### config.mk
export PLATFORM = sky130hd
export DESIGN_NAME = frogger_hazard_ctrl_flat
export DESIGN_NICKNAME = d
export VERILOG_FILES = /design/src/rtl/frogger_hazard_ctrl_pkg.sv /design/src/rtl/frogger_hazard_ctrl_if.sv /design/src/rtl/frogger_hazard_ctrl_lane_tick_gen.sv /design/src/rtl/frogger_hazard_ctrl.sv /design/src/flat_wrapper.sv
export SDC_FILE = /design/constraint.sdc
export NUM_CORES = 1
export LEC_CHECK = 0
export BUFFER_PORTS_ARGS = -buffer_cell sky130_fd_sc_hd__clkbuf_2
export CORE_ASPECT_RATIO = 1.75
export CORE_MARGIN = 4
export CORE_UTILIZATION = 50
export CTS_CLUSTER_SIZE = 24
export DETAILED_ROUTE_END_ITERATION = 10
export PLACE_DENSITY = 0.71
export SLEW_MARGIN = 10
export SYNTH_ARGS = -nofsm -noshare
export SYNTH_HDL_FRONTEND = slang
export SYNTH_SLANG_ARGS = --single-unit
### constraint.sdc
create_clock -name i_Clk -period 9 [get_ports i_Clk]
set_input_delay 0.9 -clock i_Clk [delete_from_list [all_inputs] [get_ports i_Clk]]
set_output_delay 0.9 -clock i_Clk [all_outputs]
set_load 0.01 [all_outputs]
### src/rtl/frogger_hazard_ctrl_pkg.sv
// Shared constants for the frogger hazard controller: tile codes, row map,
// initial lane occupancy and the per-row rotation rule.
package frogger_pkg;

   localparam logic [3:0] TILE_ROAD  = 4'd0;
   localparam logic [3:0] TILE_CAR   = 4'd1;
   localparam logic [3:0] TILE_WATER = 4'd2;
   localparam logic [3:0] TILE_LOG   = 4'd3;
   localparam logic [3:0] TILE_LILY  = 4'd4;
   localparam logic [3:0] TILE_GRASS = 4'd5;

   localparam logic [5:0] GOAL_ROW    = 6'd0;
   localparam logic [5:0] RIVER_FIRST = 6'd1;
   localparam logic [5:0] RIVER_LAST  = 6'd6;
   localparam logic [5:0] MEDIAN_ROW  = 6'd7;
   localparam logic [5:0] ROAD_FIRST  = 6'd8;
   localparam logic [5:0] ROAD_LAST   = 6'd13;
   localparam logic [5:0] START_ROW   = 6'd14;
   localparam logic [5:0] NUM_COLS    = 6'd14;

   localparam logic [13:0] LILY_MASK = 14'b10010010010010;

   typedef enum logic [1:0] {ST_IDLE, ST_RUN, ST_HOLD} hz_state_e;

   // Bit c of a pattern is column c; row 7 has a slot but is never displayed.
   function automatic logic [13:0] lane_init(input logic [3:0] row);
      case (row)
         4'd1:    lane_init = 14'b11100011100011;
         4'd2:    lane_init = 14'b00111100001111;
         4'd3:    lane_init = 14'b11110000111100;
         4'd4:    lane_init = 14'b01110011100111;
         4'd5:    lane_init = 14'b11000111100011;
         4'd6:    lane_init = 14'b00011110001111;
         4'd8:    lane_init = 14'b00000000000011;
         4'd9:    lane_init = 14'b00000000000011;
         4'd10:   lane_init = 14'b00110000110000;
         4'd11:   lane_init = 14'b01100000011000;
         4'd12:   lane_init = 14'b00001100000110;
         4'd13:   lane_init = 14'b11000000110000;
         default: lane_init = 14'b0;
      endcase
   endfunction

   function automatic logic [13:0] rot_lane(input logic [3:0] row, input logic [13:0] p);
      rot_lane = row[0] ? {p[0], p[13:1]} : {p[12:0], p[13]};
   endfunction

endpackage

### src/rtl/frogger_hazard_ctrl_if.sv
// Game-side signal bundle of the hazard controller; the controller is the slave.
interface frogger_hazard_ctrl_if;
   logic       i_Game_Active;
   logic [6:0] i_Score;
   logic [5:0] i_Frogger_X;
   logic [5:0] i_Frogger_Y;
   logic [5:0] i_Query_Col;
   logic [5:0] i_Query_Row;
   logic [3:0] o_Tile;
   logic       o_Collided;
   logic       o_Lane_Tick;

   modport slave (
      input  i_Game_Active, i_Score, i_Frogger_X, i_Frogger_Y, i_Query_Col, i_Query_Row,
      output o_Tile, o_Collided, o_Lane_Tick
   );

   modport master (
      output i_Game_Active, i_Score, i_Frogger_X, i_Frogger_Y, i_Query_Col, i_Query_Row,
      input  o_Tile, o_Collided, o_Lane_Tick
   );
endinterface

### src/rtl/frogger_hazard_ctrl_lane_tick_gen.sv
// Score-dependent lane-shift timer: saturated period, free-running count and
// a strobe that tells the lane store to rotate on this edge.
module lane_tick_gen #(
   parameter int unsigned c_TICK_BASE = 25000000,
   parameter int unsigned c_TICK_STEP = 150000,
   parameter int unsigned c_TICK_MIN  = 5000000
) (
   input  logic       clk_i,
   input  logic       rst_i,
   input  logic       en_i,
   input  logic [6:0] score_i,
   output logic       tick_o,
   output logic       lane_tick_o
);

   logic [31:0] step_prod;
   logic [31:0] period;
   logic [31:0] cnt_q, cnt_d;
   logic        tick_q;

   always_comb begin
      step_prod = 32'(score_i) * 32'(c_TICK_STEP);
      if (step_prod > 32'(c_TICK_BASE)) begin
         period = 32'(c_TICK_MIN);
      end else begin
         period = 32'(c_TICK_BASE) - step_prod;
         if (period < 32'(c_TICK_MIN)) period = 32'(c_TICK_MIN);
      end
   end

   // >= rather than == so a lowered period mid-count fires on the next clock.
   assign tick_o = en_i && (cnt_q >= period - 32'd1);

   always_comb begin
      cnt_d = cnt_q + 32'd1;
      if (!en_i || tick_o) cnt_d = 32'd0;
   end

   always_ff @(posedge clk_i or posedge rst_i) begin
      if (rst_i) begin
         cnt_q  <= 32'd0;
         tick_q <= 1'b0;
      end else begin
         cnt_q  <= cnt_d;
         tick_q <= tick_o;
      end
   end

   assign lane_tick_o = tick_q;

endmodule

### src/rtl/frogger_hazard_ctrl.sv
// Scrolling obstacle lanes, frog collision detection and registered tile
// lookup feeding the frogger controller and renderer.
module frogger_hazard_ctrl
   import frogger_pkg::*;
#(
   parameter int unsigned c_TICK_BASE = 25000000,
   parameter int unsigned c_TICK_STEP = 150000,
   parameter int unsigned c_TICK_MIN  = 5000000,
   parameter int unsigned c_HIT_HOLD  = 4
) (
   input  logic                   i_Clk,
   input  logic                   i_Rst,
   frogger_hazard_ctrl_if.slave   bus
);

   localparam int HOLD_W = $clog2(c_HIT_HOLD + 1);

   hz_state_e         state_q;
   logic [HOLD_W-1:0] hold_q;
   logic              collided_q;
   logic [3:0]        tile_q, tile_d;
   logic [13:0]       lane_q [1:13];
   logic              tick;
   logic              moving;
   logic              frog_bit, qry_bit, hazard;

   assign moving = bus.i_Game_Active && (state_q != ST_IDLE);

   lane_tick_gen #(
      .c_TICK_BASE (c_TICK_BASE),
      .c_TICK_STEP (c_TICK_STEP),
      .c_TICK_MIN  (c_TICK_MIN)
   ) u_tick (
      .clk_i       (i_Clk),
      .rst_i       (i_Rst),
      .en_i        (moving),
      .score_i     (bus.i_Score),
      .tick_o      (tick),
      .lane_tick_o (bus.o_Lane_Tick)
   );

   always_ff @(posedge i_Clk or posedge i_Rst) begin
      if (i_Rst) begin
         for (int r = 1; r <= 13; r++) lane_q[r] <= lane_init(4'(r));
      end else if (tick) begin
         for (int r = 1; r <= 13; r++) lane_q[r] <= rot_lane(4'(r), lane_q[r]);
      end
   end

   // Hazard sees the pre-rotation patterns when a tick lands on the same edge.
   always_comb begin
      frog_bit = 1'b0;
      if (bus.i_Frogger_Y >= RIVER_FIRST && bus.i_Frogger_Y <= ROAD_LAST &&
          bus.i_Frogger_X < NUM_COLS)
         frog_bit = lane_q[bus.i_Frogger_Y[3:0]][bus.i_Frogger_X[3:0]];
      hazard = (bus.i_Frogger_X < NUM_COLS) &&
               (((bus.i_Frogger_Y >= RIVER_FIRST && bus.i_Frogger_Y <= RIVER_LAST) && !frog_bit) ||
                ((bus.i_Frogger_Y >= ROAD_FIRST && bus.i_Frogger_Y <= ROAD_LAST) && frog_bit));
   end

   always_ff @(posedge i_Clk or posedge i_Rst) begin
      if (i_Rst) begin
         state_q    <= ST_IDLE;
         hold_q     <= '0;
         collided_q <= 1'b0;
      end else begin
         collided_q <= 1'b0;
         if (!bus.i_Game_Active) begin
            state_q <= ST_IDLE;
            hold_q  <= '0;
         end else begin
            case (state_q)
               ST_IDLE: state_q <= ST_RUN;
               ST_RUN: begin
                  if (hazard) begin
                     collided_q <= 1'b1;
                     hold_q     <= '0;
                     state_q    <= ST_HOLD;
                  end
               end
               ST_HOLD: begin
                  if (hold_q == HOLD_W'(c_HIT_HOLD - 1)) begin
                     hold_q  <= '0;
                     state_q <= ST_RUN;
                  end else begin
                     hold_q <= hold_q + 1'b1;
                  end
               end
               default: state_q <= ST_IDLE;
            endcase
         end
      end
   end

   always_comb begin
      qry_bit = 1'b0;
      if (bus.i_Query_Row >= RIVER_FIRST && bus.i_Query_Row <= ROAD_LAST &&
          bus.i_Query_Col < NUM_COLS)
         qry_bit = lane_q[bus.i_Query_Row[3:0]][bus.i_Query_Col[3:0]];
      tile_d = TILE_ROAD;
      if (bus.i_Query_Col < NUM_COLS) begin
         if (bus.i_Query_Row == GOAL_ROW)
            tile_d = LILY_MASK[bus.i_Query_Col[3:0]] ? TILE_LILY : TILE_GRASS;
         else if (bus.i_Query_Row <= RIVER_LAST)
            tile_d = qry_bit ? TILE_LOG : TILE_WATER;
         else if (bus.i_Query_Row == MEDIAN_ROW || bus.i_Query_Row == START_ROW)
            tile_d = TILE_GRASS;
         else if (bus.i_Query_Row <= ROAD_LAST)
            tile_d = qry_bit ? TILE_CAR : TILE_ROAD;
      end
   end

   always_ff @(posedge i_Clk or posedge i_Rst) begin
      if (i_Rst) tile_q <= 4'd0;
      else       tile_q <= tile_d;
   end

   assign bus.o_Tile     = tile_q;
   assign bus.o_Collided = collided_q;

endmodule

### src/flat_wrapper.sv
// flat-port wrapper written by rule: the top's interface ports become plain ports
module frogger_hazard_ctrl_flat import frogger_pkg::*;
#(
   parameter int unsigned c_TICK_BASE = 25000000,
   parameter int unsigned c_TICK_STEP = 150000,
   parameter int unsigned c_TICK_MIN  = 5000000,
   parameter int unsigned c_HIT_HOLD  = 4
)
  (i_Clk, i_Rst, bus_i_Game_Active, bus_i_Score, bus_i_Frogger_X, bus_i_Frogger_Y, bus_i_Query_Col, bus_i_Query_Row, bus_o_Tile, bus_o_Collided, bus_o_Lane_Tick);
  frogger_hazard_ctrl_if bus_i ();
  input  logic i_Clk;
  input  logic i_Rst;
  input wire logic [$bits(bus_i.i_Game_Active)-1:0] bus_i_Game_Active;
  input wire logic [$bits(bus_i.i_Score)-1:0] bus_i_Score;
  input wire logic [$bits(bus_i.i_Frogger_X)-1:0] bus_i_Frogger_X;
  input wire logic [$bits(bus_i.i_Frogger_Y)-1:0] bus_i_Frogger_Y;
  input wire logic [$bits(bus_i.i_Query_Col)-1:0] bus_i_Query_Col;
  input wire logic [$bits(bus_i.i_Query_Row)-1:0] bus_i_Query_Row;
  output wire logic [$bits(bus_i.o_Tile)-1:0] bus_o_Tile;
  output wire logic [$bits(bus_i.o_Collided)-1:0] bus_o_Collided;
  output wire logic [$bits(bus_i.o_Lane_Tick)-1:0] bus_o_Lane_Tick;
  assign bus_i.i_Game_Active = bus_i_Game_Active;
  assign bus_i.i_Score = bus_i_Score;
  assign bus_i.i_Frogger_X = bus_i_Frogger_X;
  assign bus_i.i_Frogger_Y = bus_i_Frogger_Y;
  assign bus_i.i_Query_Col = bus_i_Query_Col;
  assign bus_i.i_Query_Row = bus_i_Query_Row;
  assign bus_o_Tile = bus_i.o_Tile;
  assign bus_o_Collided = bus_i.o_Collided;
  assign bus_o_Lane_Tick = bus_i.o_Lane_Tick;
  frogger_hazard_ctrl #(.c_TICK_BASE(c_TICK_BASE), .c_TICK_STEP(c_TICK_STEP), .c_TICK_MIN(c_TICK_MIN), .c_HIT_HOLD(c_HIT_HOLD)) u_core (.i_Clk(i_Clk), .i_Rst(i_Rst), .bus(bus_i));
endmodule
==> flow_summary.toml <==
[cts]
clock_latency_ns = 0.51
h-tree-depth = 1
cts.clk_slew.worst_paths_ns = 0.07
clockBufferDepth = 3
cts_buffers = 20
holdBufCountCts = 0
root_buffer = "clkbuf_16"
cts_tree = "yes"
cts.sinks = 224

[power_and_ir_drop]
total_power_mw = 4.221
p_leak_nw = 8.238
power.density_mw_per_mm2 = 226.3
irDropWorstVdd_mv = 0.2270

[worst_setup_path]
cp.arrival_ns = 9.28
critical_path.max_fanout = 9
critPathMaxStageDelay_ns = 0.63
cp-end-kind = "flip-flop"
slowest_stage = "fa_2"
crit_top_cell = "a21o_1"
crit_type = "input port to flip-flop"
crit_path_start_kind = "input port"
rrSetupSlack_ns = 5.30
critPathRequiredTime_ns = 9.38

[sta]
finalCritPeriodShare_pct = 98.89
max_freq_mhz = 112.4
tightestPinTransition_ns = 1.220
hold_violations = 0
finalClockSkew_ns = 0.01451
slew_headroom_pct = 18.49
slew_viol_final = 0
setup_viol = 0
rsz0062_at_grt = "yes"
period_needed_ns = 8.900

[layout]
areaGrowthSynthToFinish_pct = 17.09
fill_cells = 2478
final_common_cell = "mux2_2"
stdcell_count = 1852
multi_input_area_mm2 = 0.01009
diodes = 0
drive_gt1_share_pct = 46.57
nNetsFinal = 1578
mostFrequentLayoutCells = "209 x mux2_2, 155 x dfrtp_1, 128 x buf_4"
ff_latch_area_mm2 = 0.005692

[synth]
synth-seq-area-share_pct = 35.73
ys_ff_latch = 224
synth_nets = 1446
mappedNetlistArea_mm2 = 0.01593
synthCells = 1310
synth-edff-count = 0
synthFlopType = "dfrtp_1"
async_reset_ff_share_pct = 100.0
synth-warning-count = 0
synthDistinctLibCells = 99
postSynthAreaPerCell_um2 = 12.16

[grt]
grt_pass1_wl_mm = 61.18
grt_max_degree = 103
antenna_found_initial = 0
grt_pass1_vias = 12060
gr-usage-all-layers_pct = 21.60
grt_overflow = 0

[floorplanning]
die_area_mm2 = 0.03490
fp-row-count = 86
start_util_pct = 50.53
dieWidth_um = 142.9
die_h_um = 244.1
core-area_mm2 = 0.03153
num_io_pins = 40

[place]
dpl.hpwl_mm = 26.85
place.gp.congestion = 0.8879
dp_cells = 1790
io_buffers = 38

[detailed_routing]
via_per_inst = 6.114
wl_mm = 38.11
drtAntennaViolNets = 0
vias = 11320
dr.first_iter.drc_count = 477
route.detailed.drc = 0
post_drt_wl_per_cell_um = 20.58
drt_first_pass_iters = 4

[worst_hold_path]
hold_class = "flip-flop to flip-flop"

[status]
status = "completed"

[flow_run]
drv_cap = 0
critical path, delay by kind of cell:
family | cells | cell delay [ns]
AND/OR/NAND/NOR | 5 | 0.90
buffers and inverters | 8 | 1.01
XOR/XNOR | 2 | 0.31
multiplexers | 1 | 0.29
adder cells (fa/ha/maj) | 7 | 2.82
AO/OA/AOI/OAI | 15 | 3.03
cell usage after synthesis, drive strengths merged, types with 11 or more instances:
cell	instances	area, um2
xnor2	44	441.7
a21o	17	136.4
ha	90	1126
a22o	27	236.5
inv	30	112.6
nor3	14	70.07
a21oi	34	196.4
o21ai	42	236.5
dfstp	69	1813
nand2	44	165.2
nand3	24	120.1
mux4	91	2049
dfrtp	155	3879
mux2i	19	190.2
clkbuf	43	162.7
nor2	90	340.3
nand3b	20	150.1
nand4	16	100.1
nand2b	19	118.9
and3	11	70.07
mux2	211	2376
fa	12	240.2
xor2	30	285.3
buf	28	176.4
o211ai	13	102.6
final cells by class:
| cell class | count | share of cell area, % |
|---|---|---|
| multi-input cells | 984 | 54.12 |
| repair buffers | 181 | 8.170 |
| flip-flops and latches | 224 | 30.51 |
| inverters | 31 | 0.6640 |
| well taps | 396 | 2.656 |
| clock inverters | 8 | 0.7646 |
| clock buffers | 28 | 3.119 |
cell families (layout without fill, tap and decap cells):
logic type / count (synthesis) / after routing / synth area share [%]
adder cells (fa/ha/maj): 103 / 103 / 8.639
other: 1 / 1 / 0.02354
AND/OR/NAND/NOR: 293 / 293 / 9.966
AO/OA/AOI/OAI: 192 / 192 / 9.252
XOR/XNOR: 74 / 74 / 4.563
buffers and inverters: 102 / 248 / 2.859
flip-flops: 224 / 224 / 35.73
multiplexers: 321 / 321 / 28.97
sequential cells by signal, indices dropped and copies added, names as in the netlist:
| name | cells |
|---|---|
| u_core.bus.o_Collided | 1 |
| u_core.state_q | 2 |
| u_core.u_tick.cnt_q | 32 |
| u_core.bus.o_Tile | 3 |
| u_core.u_tick.lane_tick_o | 1 |
| u_core.hold_q | 3 |
| u_core.lane_q | 182 |
through the flow:
| step | setup TNS [ns] | instance area, um2 | utilization, % | hold slack [ns] | setup slack, ns |
|---|---|---|---|---|---|
| 2_1_floorplan | -34.96 | 16390 | - | 0.4329 | -0.2567 |
| 6_report | 0 | 18650 | 59.17 | 0.4599 | 0.09974 |
| 4_1_cts | 0 | 18270 | 57.93 | 0.4686 | 0.01075 |
| 3_5_place_dp | -135.33 | 17360 | 55.07 | 0.4611 | -0.7240 |
| 5_1_grt | -21.15 | 18650 | 59.17 | 0.5030 | -0.2211 |
| 3_3_place_gp | -105.61 | 17360 | 55.07 | 0.4511 | -0.5841 |
layer usage:
layer / up-vias / share of wire [%] / global-route usage (%)
li1: 5189 / - / -
met1: 5827 / 35 / 22.65
met2: 209 / 57 / 41.63
met3: 98 / 2.5 / 1.761
met4: 0 / 5.4 / 11.33
met5: - / 0 / 0
where the power goes:
part           switching, mW  total, mW  internal (mW)  leakage [nW]
registers           0.000599       1.01           1.01          2.87
clock network          0.379      0.947          0.568         0.353
logic                   1.16       2.26           1.10          5.01
path summary, 6_finish.rpt:
check,start,end,depth (start not counted)
worst max-delay path,bus_i_Score[6],u_core.lane_q[159]$_DFFE_PP0P_,38
worst min-delay path,u_core.u_tick.cnt_q[0]$_DFF_PP0_,u_core.u_tick.cnt_q[0]$_DFF_PP0_,1
worst max register to register,u_core.u_tick.cnt_q[0]$_DFF_PP0_,u_core.lane_q[159]$_DFFE_PP0P_,17
worst min register to register,u_core.u_tick.cnt_q[0]$_DFF_PP0_,u_core.u_tick.cnt_q[0]$_DFF_PP0_,1
max in group asynchronous,i_Rst,u_core.hold_q[2]$_DFFE_PP0P_,4
min in group asynchronous,i_Rst,u_core.lane_q[104]$_DFFE_PP0P_,2
what timing repair did:
item | CTS | global route
pin swaps | 9 | 24
gates resized for setup | 13 | 36
endpoints found under the setup margin | 181 | 215
setup buffers | 8 | 12
gates cloned | 1 | 5
hold endpoints to repair | 0 | 0
Power figures use the tool's default switching activity.
